### src/rtl/fixedpoint_div.sv
// Sequential signed Q(WIDTH-FRAC).FRAC divider, restoring shift-subtract, one quotient bit per clock.
// Optional define FXDIV_ROUND_EN: extra guard-bit iteration and round-half-away-from-zero in FIN.
module fixedpoint_div #(
  parameter int unsigned WIDTH = 32,
  parameter int unsigned FRAC  = 21
) (
  input  logic             clk,
  input  logic             rst_n,
  input  logic             in_valid,
  output logic             in_ready,
  input  logic [WIDTH-1:0] num,
  input  logic [WIDTH-1:0] den,
  output logic             out_valid,
  input  logic             out_ready,
  output logic [WIDTH-1:0] quot,
  output logic             div_zero,
  output logic             ovf,
  output logic             busy
);

`ifdef FXDIV_ROUND_EN
  localparam int unsigned RND = 1;
`else
  localparam int unsigned RND = 0;
`endif
  localparam int unsigned ITER = WIDTH + FRAC;
  localparam int unsigned QW   = ITER + RND;
  localparam int unsigned CW   = $clog2(QW + 1);

  localparam logic [WIDTH-1:0] MAX_V   = {1'b0, {(WIDTH-1){1'b1}}};
  localparam logic [WIDTH-1:0] MIN_V   = {1'b1, {(WIDTH-1){1'b0}}};
  localparam logic [ITER:0]    MAG_LIM = (ITER+1)'(1) << (WIDTH-1);

  typedef enum logic [1:0] {IDLE, CALC, FIN, DONE} state_t;

  state_t           state_q;
  logic [QW-1:0]    dq_q;       // dividend bits shift out of the top, quotient bits shift in at the bottom
  logic [WIDTH:0]   rem_q;
  logic [WIDTH-1:0] den_abs_q;
  logic             sign_q;
  logic [CW-1:0]    cnt_q;
  logic             in_ready_q, out_valid_q, busy_q, dz_q, ovf_q;
  logic [WIDTH-1:0] quot_q;

  logic [WIDTH-1:0] num_abs, den_abs;
  logic [WIDTH+1:0] rem_sh;
  logic             ge;
  logic [WIDTH:0]   rem_d;
  logic [QW-1:0]    dq_d;
  logic [ITER:0]    mag;
  logic [WIDTH-1:0] quot_d;
  logic             dz_d, ovf_d;

  always_comb begin
    num_abs = num[WIDTH-1] ? -num : num;
    den_abs = den[WIDTH-1] ? -den : den;
    rem_sh  = {rem_q, dq_q[QW-1]};
    ge      = rem_sh >= {2'b00, den_abs_q};
    rem_d   = ge ? (WIDTH+1)'(rem_sh - {2'b00, den_abs_q}) : (WIDTH+1)'(rem_sh);
    dq_d    = {dq_q[QW-2:0], ge};
  end

  always_comb begin
`ifdef FXDIV_ROUND_EN
    mag = {1'b0, dq_q[QW-1:1]} + (ITER+1)'(dq_q[0]);
`else
    mag = {1'b0, dq_q};
`endif
    quot_d = '0;
    dz_d   = 1'b0;
    ovf_d  = 1'b0;
    if (den_abs_q == '0) begin
      dz_d   = 1'b1;
      quot_d = sign_q ? MIN_V : MAX_V;
    end else if (!sign_q) begin
      if (mag >= MAG_LIM) begin
        quot_d = MAX_V;
        ovf_d  = 1'b1;
      end else begin
        quot_d = mag[WIDTH-1:0];
      end
    end else begin
      // magnitude exactly 2^(WIDTH-1) negates to MIN and is not an overflow
      if (mag > MAG_LIM) begin
        quot_d = MIN_V;
        ovf_d  = 1'b1;
      end else begin
        quot_d = -mag[WIDTH-1:0];
      end
    end
  end

  always_ff @(posedge clk or negedge rst_n) begin
    if (!rst_n) begin
      state_q     <= IDLE;
      dq_q        <= '0;
      rem_q       <= '0;
      den_abs_q   <= '0;
      sign_q      <= 1'b0;
      cnt_q       <= '0;
      in_ready_q  <= 1'b1;
      out_valid_q <= 1'b0;
      busy_q      <= 1'b0;
      quot_q      <= '0;
      dz_q        <= 1'b0;
      ovf_q       <= 1'b0;
    end else begin
      case (state_q)
        IDLE: begin
          if (in_valid) begin
            dq_q       <= {num_abs, {(FRAC+RND){1'b0}}};
            den_abs_q  <= den_abs;
            sign_q     <= num[WIDTH-1] ^ den[WIDTH-1];
            rem_q      <= '0;
            cnt_q      <= CW'(QW - 1);
            dz_q       <= 1'b0;
            ovf_q      <= 1'b0;
            in_ready_q <= 1'b0;
            busy_q     <= 1'b1;
            state_q    <= (den == '0) ? FIN : CALC;
          end
        end
        CALC: begin
          rem_q <= rem_d;
          dq_q  <= dq_d;
          cnt_q <= cnt_q - 1'b1;
          if (cnt_q == '0) state_q <= FIN;
        end
        FIN: begin
          quot_q      <= quot_d;
          dz_q        <= dz_d;
          ovf_q       <= ovf_d;
          out_valid_q <= 1'b1;
          state_q     <= DONE;
        end
        DONE: begin
          if (out_ready) begin
            out_valid_q <= 1'b0;
            in_ready_q  <= 1'b1;
            busy_q      <= 1'b0;
            state_q     <= IDLE;
          end
        end
        default: state_q <= IDLE;
      endcase
    end
  end

  assign in_ready  = in_ready_q;
  assign out_valid = out_valid_q;
  assign busy      = busy_q;
  assign quot      = quot_q;
  assign div_zero  = dz_q;
  assign ovf       = ovf_q;

endmodule

### config.mk
export PLATFORM = sky130hd
export DESIGN_NAME = fixedpoint_div
export DESIGN_NICKNAME = d
export VERILOG_FILES = /design/src/rtl/fixedpoint_div.sv
export SDC_FILE = /design/constraint.sdc
export NUM_CORES = 1
export LEC_CHECK = 0
export BUFFER_PORTS_ARGS = -buffer_cell sky130_fd_sc_hd__buf_2
export CAP_MARGIN = 0
export CELL_PAD_IN_SITES_DETAIL_PLACEMENT = 0
export CELL_PAD_IN_SITES_GLOBAL_PLACEMENT = 2
export CORE_AREA = 2 2 169 171
export CTS_BUF_LIST = sky130_fd_sc_hd__clkbuf_4
export CTS_CLUSTER_SIZE = 8
export DETAILED_ROUTE_END_ITERATION = 10
export DIE_AREA = 0 0 171 173
export HOLD_SLACK_MARGIN = 0.03
export PLACE_DENSITY_LB_ADDON = 0.1
export SYNTH_ARGS = -nofsm -noshare
export SYNTH_HDL_FRONTEND = slang
export SYNTH_SLANG_ARGS = --single-unit
### constraint.sdc
create_clock -name clk -period 5.3 [get_ports clk]
set_input_delay 0.265 -clock clk [delete_from_list [all_inputs] [get_ports clk]]
set_output_delay 0.265 -clock clk [all_outputs]
set_load 0.01 [all_outputs]
# After elaboration in Yosys (flattened, before gate mapping)
# Cells that the tools add are included.
# Widths: inputs -> output; s select.
# totals
regBits,164
in_bits,68
word_cells,74
output_inout_bits,37
# classes
n_reduce_logical,14
n_bitwise,1
add_sub_neg,5
n_lt_le_gt_ge,3
n_eq_ne,6
muxes,33
# op_table
cell,count
$mux 32,7
$pmux 53 s2,1
$neg 32->32,3
$mux 33,2
$pmux 33 s2,1
$logic_not 32->1,2
$ge 53x32->1 const B,1
$gt 53x32->1 const B,1
$mux 53,1
$ge 34x32->1,1
$sub 33x32->33,1
$pmux 6 s2,1
$pmux 1 s2,5
$mux 1,9
$mux 2,4
$pmux 2 s4,1
$reduce_and 2->1,4
$reduce_bool 2->1,4
$logic_not 6->1,1
$mux 6,1
$ne 2x2->1 const B,3
$reduce_and 3->1,2
$sub 6x1->6 const B,1
$eq 2x2->1 const B,2
3 further kinds,3

# Longest topological paths before layout
# Gate-level depths: netlist of run 1.
# depth
word_depth,5
mapped_depth,12
ltp_nobuf,11

# Worst setup path before layout of run 1
# Ideal clock, no wire load.
# synth_timing
path_kind,reg2reg
startpoint,register dq_q[1]
endpoint,register quot_q[7] (netlist: quot[7])
path_stages_with_launch,12
arrival_time_ns,2.613
setup_slack_ns,2.615
synth_period_minus_slack_ns,2.685
cell_sequence,dfrtp_1 -> inv_1 -> ha_1 -> nor3b_1 -> nand4_1 -> o41ai_1 -> o211ai_1 -> or2_0 -> buf_2 -> o31ai_1 -> a21oi_1 -> nor2_1
# synth_via
elab_chain_cells,4
# synth_rtl
element,line,text
from (decl),37,logic [QW-1:0] dq_q;
from (signal assigned),111,"dq_q <= {num_abs, {(FRAC+RND){1'b0}}};"
from (signal assigned),125,dq_q <= dq_d;
$ge 53x32->1 (tied with other cells),76,if (mag >= MAG_LIM) begin
$mux 32 (on tied branches),"76, 84",
$mux 32 (*),75,end else if (!sign_q) begin
$mux 32 (*),72,if (den_abs_q == '0) begin
to (signal assigned),130,quot_q <= quot_d;
to (decl),43,logic [WIDTH-1:0] quot_q;
# Mark *: on every way between the ends. The rest lies on a longest branch, timed or not.
# A chain may end at the register's enable or synchronous reset.

# Worst setup path in the final report of run 1
# layout_timing
startpoint,register dq_q[1]
endpoint,register quot_q[28] (netlist: quot[28])
# Same word-level chain as after synthesis.

==> results_dict.tcl, run 1 <==
set metrics [dict create \
    areaGrowthSynthToFinish_pct 14.29 \
    clkLatencyLatePin_ns 0.58 \
    rrSetupSlack_ns 1.70 \
    yosys_warnings 0 \
    swShare_pct 47.87 \
    dp_cells 1732 \
    setup_violations 0 \
    dr.pass1.iters 5 \
    antenna_left 0 \
    fillers 2811 \
    p_per_area_mw_per_mm2 552.4 \
    irDropWorstVdd_mv 0.2654 \
    setup_tns_ns 0 \
    reg2regPathDepth 11 \
    cp.required_ns 5.82 \
    synth-seq-cells 164 \
    cap_violations 0 \
    post_cts_buffers 0 \
    stdcell_count 1801 \
    slew_viol_final 0 \
    yosysTopAreaCellShare_pct 37.32 \
    drive_gt1_share_pct 12.66 \
    period_share_pct 67.97 \
    p_seq_share_pct 31.5 \
    clock_power_share_pct 13.0 \
    post_dp_cell_area_mm2 0.01178 \
    wl_um 30880 \
    synth_common_cells "dfrtp_1, o21ai_0, nand2_1" \
    cts_tree "yes" \
    ys_types 71 \
    final-hold-violation-count 0 \
    design_area_mm2 0.01249 \
    htreeDepth 4 \
    die_w_um 171 \
    pwr-share-comb_pct 55.5 \
    dp_hpwl_um 22230 \
    antenna_found_initial 1 \
    ios 105 \
    internal-power_mw 3.597 \
    cp.depth 11 \
    dp_slack_ns 1.672 \
    syn_area_per_cell_um2 8.344 \
    synth-edff-count 0 \
    portBuffers 104 \
    slew_headroom_pct 35.59 \
    p_total_mw 6.900 \
    cts_hold_buf 36 \
    clock.fmax_ghz 0.2776 \
    grt.overflow.total 0 \
    vias_per_cell 5.455 \
    slowest_stage "o41ai_1" \
    holdPathStages 3 \
    num_rows 61 \
    cp_cell_sequence "inv_1 > ha_1 > nor3b_1 > nand4_1 > o41ai_1 > o211ai_1 > buf_4 > nor2_1 > a21oi_1 > o21ai_0 > o21a_1" \
    cts_buffer_depth 2 \
    yosysSeqAreaShare_pct 37.56 \
    start_util_pct 39.56 \
    p_switching_mw 3.303 \
    grt_pass1_vias 9631 \
    hp-class "input port to flop" \
    worstMarginPinSlew_ns 0.9604 \
    synth_most_common_cell "dfrtp_1" \
    crit_path_end_kind "flop" \
    setup_ws_ns 1.697 \
    critical_path.max_stage_delay_ns 0.65 \
    die_h_um 173 \
    place.gp.congestion 0.8660 \
    grt_pass1_wl_um 51120 \
    path_buf_inv 2 \
    num_vias 9825 \
    cts_buffers 17 \
    die_area_mm2 0.02958 \
    clk_pin_slew_ns 0.15 \
    synthFlopType "dfrtp_1" \
    cp-start-kind "flop" \
    crit_family "compound AO/OA/AOI/OAI gates" \
    synth_area_leader_cell "dfrtp_1" \
    worstPathMaxFanout 12 \
    cp.arrival_ns 4.12 \
    skew_ns 0.03433 \
    status "completed" \
    grtUsageTotal_pct 21.44 \
    syn-num-nets 1420 \
    cts_resized 0 \
    final_util_pct 45.21 \
    rsz0062_at_grt "false" \
    fin_nets 1519 \
    yosys-top-cells-area "dfrtp_1, o21ai_0, nand2_1, xor2_1, ha_1" \
    wl_per_cell_um 17.15 \
    period_minus_slack_ns 3.603 \
    detail_route.iter0.violations 658 \
    worstSetupPathType "flop to flop" \
    post-route-drc-count 0 \
    syn_area_mm2 0.01093 \
    cts.sinks 164 \
    grt_max_degree 71 \
    whs_ns 0.09398 \
    design.core.area_mm2 0.02763 \
    synthArstFlopShare_pct 100.0 \
    syn_inst 1310 \
    cts_root_buf "clkbuf_4" \
    p_leak_nw 5.692 \
]
[final timing paths]
kind                                           start                    to
max in group asynchronous                      rst_n  rem_q[0]$_DFFE_PN0P_
worst max-delay path             dq_q[1]$_DFFE_PN0P_  quot[28]$_DFFE_PN0P_
worst min register to register  quot[26]$_DFFE_PN0P_  quot[26]$_DFFE_PN0P_
worst min-delay path                         num[27]  dq_q[48]$_DFFE_PN0P_
min in group asynchronous                      rst_n  dq_q[35]$_DFFE_PN0P_
worst max register to register   dq_q[1]$_DFFE_PN0P_  quot[28]$_DFFE_PN0P_
[layer usage]
layer | GRT usage, % | vias up | routed length [um]
met2 | 35.52 | 200 | 14700
met5 | 0 | - | 0
met3 | 2.609 | 25 | 889
met4 | 4.944 | 0 | 434
li1 | - | 4929 | -
met1 | 29.85 | 4671 | 14860
[power by group through the flow]
stage,Combinational (mW),Clock (mW),Sequential (mW)
finish,3.83,0.896,2.17
global route,4.36,0.979,2.25
CTS,3.86,0.934,2.18
detailed placement,3.82,0,2.21
global placement,3.83,0,2.20
floorplan,2.79,0,2.10
[cell usage in the layout, fill, tap and decap left out, types with 12 or more instances in the layout]
cell type      count
dfrtp_1          163
o21ai_0          154
nand2_1          147
nor2_1           108
buf_2            103
a21oi_1           95
inv_1             64
xor2_1            59
ha_1              39
dlygate4sd3_1     36
xnor2_1           33
o31ai_1           29
mux2i_1           29
nor3_1            25
nand3_1           24
o41ai_1           19
nor4_1            19
a22o_1            19
clkbuf_4          17
buf_4             16
a31oi_1           14
nand4_1           13
a21o_1            12
o21a_1            12
[worst min-delay path, cell delays in order]
cell	delay, ns
buf_2	0.12
xor2_1	0.09
o22ai_1	0.14
[sequential cells by signal (all words and copies together) (netlist names), 2 cells and up]
signal / count
state_q: 2
rem_q: 33
den_abs_q: 32
cnt_q: 6
quot: 32
dq_q: 53
[cells by family after synthesis]
logic type               after synthesis  synth area share [%]
AO/OA/AOI/OAI                        426                 24.44
XOR/XNOR                              92                 7.372
adder cells (fa/ha/maj)               42                 4.876
buffers and inverters                140                 4.888
flip-flops                           164                 37.56
multiplexers                          31                 2.862
AND/OR/NAND/NOR                      415                 18.01
[cell type report]
cell class	count	area, um2	share of cell area, %
Multi-Input combinational cell	1006	6316	50.56
Clock inverter	15	220.2	1.763
Antenna cell	1	2.502	0.02003
Sequential cell	164	4105	32.86
Timing Repair Buffer	156	1007	8.063
Inverter	64	240.2	1.923
Tap cell	378	473.0	3.786
Clock buffer	17	127.6	1.022
(Power assumes the default switching activity.)
==> run 2, diff against run 1 <==
--- a/config.mk
+++ b/config.mk
@@ -9,11 +9,11 @@
 export CAP_MARGIN = 0
 export CELL_PAD_IN_SITES_DETAIL_PLACEMENT = 0
 export CELL_PAD_IN_SITES_GLOBAL_PLACEMENT = 2
-export CORE_AREA = 2 2 169 171
+export CORE_AREA = 2 2 183 185
 export CTS_BUF_LIST = sky130_fd_sc_hd__clkbuf_4
 export CTS_CLUSTER_SIZE = 8
 export DETAILED_ROUTE_END_ITERATION = 10
-export DIE_AREA = 0 0 171 173
+export DIE_AREA = 0 0 185 187
 export HOLD_SLACK_MARGIN = 0.03
 export PLACE_DENSITY_LB_ADDON = 0.1
 export SYNTH_ARGS = -nofsm -noshare
==> constraint.sdc (replaced) <==
create_clock -name clk -period 3.1 [get_ports clk]
set_input_delay 0.155 -clock clk [delete_from_list [all_inputs] [get_ports clk]]
set_output_delay 0.155 -clock clk [all_outputs]
set_load 0.01 [all_outputs]
==> results_dict.tcl, run 2 (synthesis results as in run 1) <==
set metrics [dict create \
    whs_ns 0.08102 \
    ios 105 \
    reg2regPathDepth 10 \
    clk_pin_slew_ns 0.15 \
    cts.sinks 164 \
    setup_ws_ns 0.05564 \
    die_w_um 185 \
    dp_slack_ns 0.08218 \
    skew_ns 0.02831 \
    p_total_mw 12.41 \
    final_common_cell "dfrtp_1" \
    antenna_found_initial 1 \
    cts_root_buf "clkbuf_4" \
    dr.pass1.iters 7 \
    num_rows 67 \
    wl_um 34910 \
    drive_gt1_share_pct 16.53 \
    reg.largest.list "dq_q: 53 flops, rem_q: 33 flops" \
    portBuffers 104 \
    crit_family "simple AND/OR/NAND/NOR gates" \
    cp.arrival_ns 3.53 \
    post_dp_cell_area_mm2 0.01218 \
    path_buf_inv 3 \
    areaGrowthSynthToFinish_pct 24.24 \
    reg2reg_to "rem_q[0]$_DFFE_PN0P_" \
    dp_hpwl_um 24430 \
    final-hold-violation-count 0 \
    cp.required_ns 3.59 \
    slew_viol_final 0 \
    worstPathMaxFanout 4 \
    place.gp.congestion 0.8355 \
    hp-class "input port to async pin" \
    grt_pass1_vias 10252 \
    slowest_stage "dlygate4sd3_1" \
    cts_tree "yes" \
    cp-start-kind "input port" \
    period_share_pct 98.21 \
    cts_buffer_depth 2 \
    die_area_mm2 0.03460 \
    wl_per_cell_um 17.80 \
    cap_violations 0 \
    die_h_um 187 \
    clkLatencyLatePin_ns 0.61 \
    slew_headroom_pct 44.07 \
    detail_route.iter0.violations 543 \
    setup_violations 0 \
    design_area_mm2 0.01358 \
    grt_pass1_wl_um 56370 \
    period_minus_slack_ns 3.044 \
    p_leak_nw 6.143 \
    num_vias 10257 \
    htreeDepth 4 \
    crit_path_end_kind "flop" \
    antenna_left 0 \
    irDropWorstVdd_mv 0.3142 \
    worstSetupPathType "input port to flop" \
    worstMarginPinSlew_ns 0.8380 \
    clock.fmax_ghz 0.3285 \
    cp_common_cell "or3_4" \
    rrSetupSlack_ns 0.15 \
    dp_cells 1839 \
    post-route-drc-count 0 \
    r2r-start "rem_q[13]$_DFFE_PN0P_" \
    cts_buffers 17 \
    grtUsageTotal_pct 20.56 \
    start_util_pct 33.26 \
    critical_path.max_stage_delay_ns 0.56 \
    mostFrequentLayoutCells "dfrtp_1, o21ai_0, nand2_1" \
    cp_cell_sequence "dlygate4sd3_1 > buf_2 > or3_4 > or4_4 > or3_4 > or2_1 > or3_4 > o21ai_2 > xor2_1 > dlygate4sd3_1 > o22ai_1" \
    vias_per_cell 5.230 \
    largest_register_ff_count 53 \
    status "completed" \
    regMostFlops "dq_q" \
    stdcell_count 1961 \
    final_util_pct 41.33 \
    p_per_area_mw_per_mm2 914.0 \
    fin_nets 1611 \
    grt_max_degree 93 \
    grt.overflow.total 0 \
    design.core.area_mm2 0.03286 \
    setup_tns_ns 0 \
]
==> run 2: cell types whose count changed in the layout (fill, tap and decap cells not counted), sizes merged <==
| cell | before | now |
|---|---|---|
| clkbuf | 17 | 21 |
| buf | 120 | 164 |
| clkinvlp | 1 | 2 |
| dlygate4sd3 | 36 | 81 |
| inv | 70 | 65 |
| dlymetal6s4s | 0 | 1 |
==> run 2: worst max path at each step <==
stage,slack [ns],to,cells past startpoint,from
detailed placement,0.08,quot[11]$_DFFE_PN0P_,10,dq_q[1]$_DFFE_PN0P_
floorplan,0.42,quot[7]$_DFFE_PN0P_,11,dq_q[1]$_DFFE_PN0P_
global route,-0.03,rem_q[13]$_DFFE_PN0P_,11,den_abs_q[0]$_DFFE_PN0P_
global placement,0.19,quot[18]$_DFFE_PN0P_,8,dq_q[45]$_DFFE_PN0P_
CTS,0.02,den_abs_q[26]$_DFFE_PN0P_,11,den[13]
finish,0.06,dq_q[48]$_DFFE_PN0P_,11,num[11]
==> run 2: what timing repair did <==
action | in CTS | in global routing
buffers inserted | 0 | 7
gates resized for setup | 0 | 40
endpoints found under the setup margin | 0 | 67
hold buffers | 83 | 0
endpoints found under the hold margin | 175 | 0
==> run 2: power by group <==
group          leakage, nW  switching (mW)  internal, mW
logic                 3.92            4.31          2.95
registers             2.07           0.747          2.95
clock network        0.157           0.806         0.642
==> run 2: layout make-up <==
class,instances,area [um2]
diodes,1,2.502
clock buffers,19,142.6
clock inverters,11,160.2
fillers,3461,19280
inverters,64,240.2
multi-input cells,1006,6480
flip-flops and latches,164,4106
well taps,448,560.5
repair buffers,248,1888
==> run 2: layer usage <==
layer	share of wire [%]	global-route usage [%]
met5	0	0
met4	1.4	4.853
met3	2.2	2.667
met2	46	32.37
met1	51	29.86
==> run 2: worst register-to-register path, delay by kind of cell, from the launching register on <==
family          cells  cell delay, ns
fa+ha+maj           1            0.44
mux                 1            0.35
buf+inv             1            0.18
flops               1            0.44
compound gates      5            0.91
simple gates        2            0.56
==> run 3, diff against run 2 <==
--- a/config.mk
+++ b/config.mk
@@ -16,6 +16,7 @@
 export DIE_AREA = 0 0 185 187
 export HOLD_SLACK_MARGIN = 0.03
 export PLACE_DENSITY_LB_ADDON = 0.1
+export RECOVER_POWER = 100
 export SYNTH_ARGS = -nofsm -noshare
 export SYNTH_HDL_FRONTEND = slang
 export SYNTH_SLANG_ARGS = --single-unit
==> results_dict.tcl, run 3 (synthesis results as in run 1) <==
set metrics [dict create \
    slowest_stage "dlygate4sd3_1" \
    num_rows 67 \
    grt_pass1_vias 10252 \
    p_leak_nw 6.011 \
    num_vias 10188 \
    die_w_um 185 \
    fin_nets 1611 \
    final-hold-violation-count 0 \
    worstSetupPathType "input port to flop" \
    vias_per_cell 5.195 \
    period_share_pct 98.14 \
    detail_route.iter0.violations 524 \
    worstMarginPinSlew_ns 1.593 \
    cp.arrival_ns 3.53 \
    crit_path_end_kind "flop" \
    final_common_cell "dfrtp_1" \
    skew_ns 0.02887 \
    p_per_area_mw_per_mm2 914.1 \
    antenna_found_initial 1 \
    cts_root_buf "clkbuf_4" \
    die_area_mm2 0.03460 \
    failed_checks "capacitance limit, slew limit" \
    htreeDepth 4 \
    critical_path.max_stage_delay_ns 0.56 \
    grtUsageTotal_pct 20.56 \
    cts_buffer_depth 2 \
    reg.largest.list "dq_q: 53 flops, rem_q: 33 flops" \
    grt_pass1_wl_um 56370 \
    dr.pass1.iters 5 \
    dp_hpwl_um 24430 \
    cp_common_cell "or3_4" \
    antenna_left 0 \
    largest_register_ff_count 53 \
    grt.overflow.total 0 \
    die_h_um 187 \
    setup_violations 0 \
    wl_um 34990 \
    clock.fmax_ghz 0.3287 \
    status "finished, violations left" \
    regMostFlops "dq_q" \
    clk_pin_slew_ns 0.14 \
    slew_headroom_pct -6.232 \
    post-route-drc-count 0 \
    portBuffers 104 \
    start_util_pct 33.26 \
    cp_cell_sequence "dlygate4sd3_1 > buf_2 > or3_4 > or4_4 > or3_4 > or2_1 > or3_4 > o21ai_2 > xor2_1 > dlygate4sd3_1 > o22ai_1" \
    cap_violations 1 \
    crit_family "simple AND/OR/NAND/NOR gates" \
    grt_max_degree 93 \
    hp-class "input port to flop" \
    stdcell_count 1961 \
    cts_tree "yes" \
    dp_cells 1839 \
    irDropWorstVdd_mv 0.3153 \
    fillers 3481 \
    path_buf_inv 3 \
    period_minus_slack_ns 3.042 \
    wl_per_cell_um 17.84 \
    design.core.area_mm2 0.03286 \
    cts_buffers 17 \
    worstPathMaxFanout 4 \
    ios 105 \
    drive_gt1_share_pct 13.56 \
    p_total_mw 12.33 \
    cts.sinks 164 \
    areaGrowthSynthToFinish_pct 23.40 \
    mostFrequentLayoutCells "dfrtp_1, o21ai_0, nand2_1" \
    place.gp.congestion 0.8355 \
    cp.required_ns 3.59 \
    cp-start-kind "input port" \
    slew_viol_final 60 \
    clkLatencyLatePin_ns 0.61 \
]
[run 3: cell types whose count changed in the layout (fill, tap and decap cells not counted), sizes merged]
| cell | previous run | this run |
|---|---|---|
| buf | 164 | 120 |
| clkbuf | 21 | 65 |
[run 3: through the flow]
step | setup TNS, ns | hold slack (ns) | utilization [%] | setup WS [ns] | cell area [um2]
after floorplan | 0 | -0.1406 | - | 0.4153 | 10930
after CTS | 0 | 0.04234 | 40.53 | 0.01647 | 13320
final | 0 | 0.08985 | 41.04 | 0.05779 | 13490
after global routing | -0.07508 | 0.09008 | 41.04 | -0.02544 | 13490
after detailed placement | 0 | 0.1897 | 37.08 | 0.08218 | 12180
after global placement | 0 | 0.1883 | 37.08 | 0.1910 | 12180
[run 3: final timing paths]
| check | from | endpoint | slack (ns) | cells after the start |
|---|---|---|---|---|
| min in group asynchronous | rst_n | dq_q[9]$_DFFE_PN0P_ | 0.46 | 2 |
| max reg2reg | den_abs_q[0]$_DFFE_PN0P_ | rem_q[5]$_DFFE_PN0P_ | 0.16 | 12 |
| max | num[11] | dq_q[48]$_DFFE_PN0P_ | 0.06 | 11 |
| max in group asynchronous | rst_n | den_abs_q[0]$_DFFE_PN0P_ | 0.60 | 3 |
| min | num[6] | dq_q[27]$_DFFE_PN0P_ | 0.09 | 5 |
| min reg2reg | quot[6]$_DFFE_PN0P_ | quot[6]$_DFFE_PN0P_ | 0.49 | 1 |
[run 3: timing repair]
action / 4_1_cts / 5_1_grt
endpoints found under the setup margin: 0 / 67
hold endpoints to repair: 175 / 0
setup buffers: 0 / 7
gates resized for setup: 0 / 40
hold buffers: 83 / 0
[run 3: worst reg2reg max path: stages (launching register included)]
cell and delay [ns]:
dfrtp_2 0.46, ha_4 0.18, fa_2 0.39, nor2b_1 0.15, o31a_1 0.21, o31ai_2 0.10, a41o_1 0.26, o211ai_1 0.27
nand2_2 0.20, buf_12 0.22, buf_4 0.14, mux2i_1 0.16, o21ai_1 0.08
[run 3: where the power goes]
part	leakage [nW]	internal [mW]	switching, mW
Combinational	3.78	2.86	4.31
Clock	0.157	0.642	0.811
Sequential	2.07	2.95	0.750
Total	6.01	6.46	5.87
[run 3: cell type report]
| type | count | area [um2] | area share, % |
|---|---|---|---|
| multi-input cells | 1006 | 6474 | 48.00 |
| flip-flops and latches | 164 | 4106 | 30.45 |
| repair buffers | 248 | 1802 | 13.36 |
| well taps | 448 | 560.5 | 4.156 |
| inverters | 64 | 240.2 | 1.781 |
| clock inverters | 11 | 160.2 | 1.187 |
| clock buffers | 19 | 142.6 | 1.058 |
| diodes | 1 | 2.502 | 0.01855 |
[run 3: per-layer routing]
metal,part of all wire [%],track usage (%),wire length (um)
met4,1.4,4.853,486
met5,0,0,0
met2,45,32.37,15900
met1,51,29.86,17800
met3,2.3,2.667,791
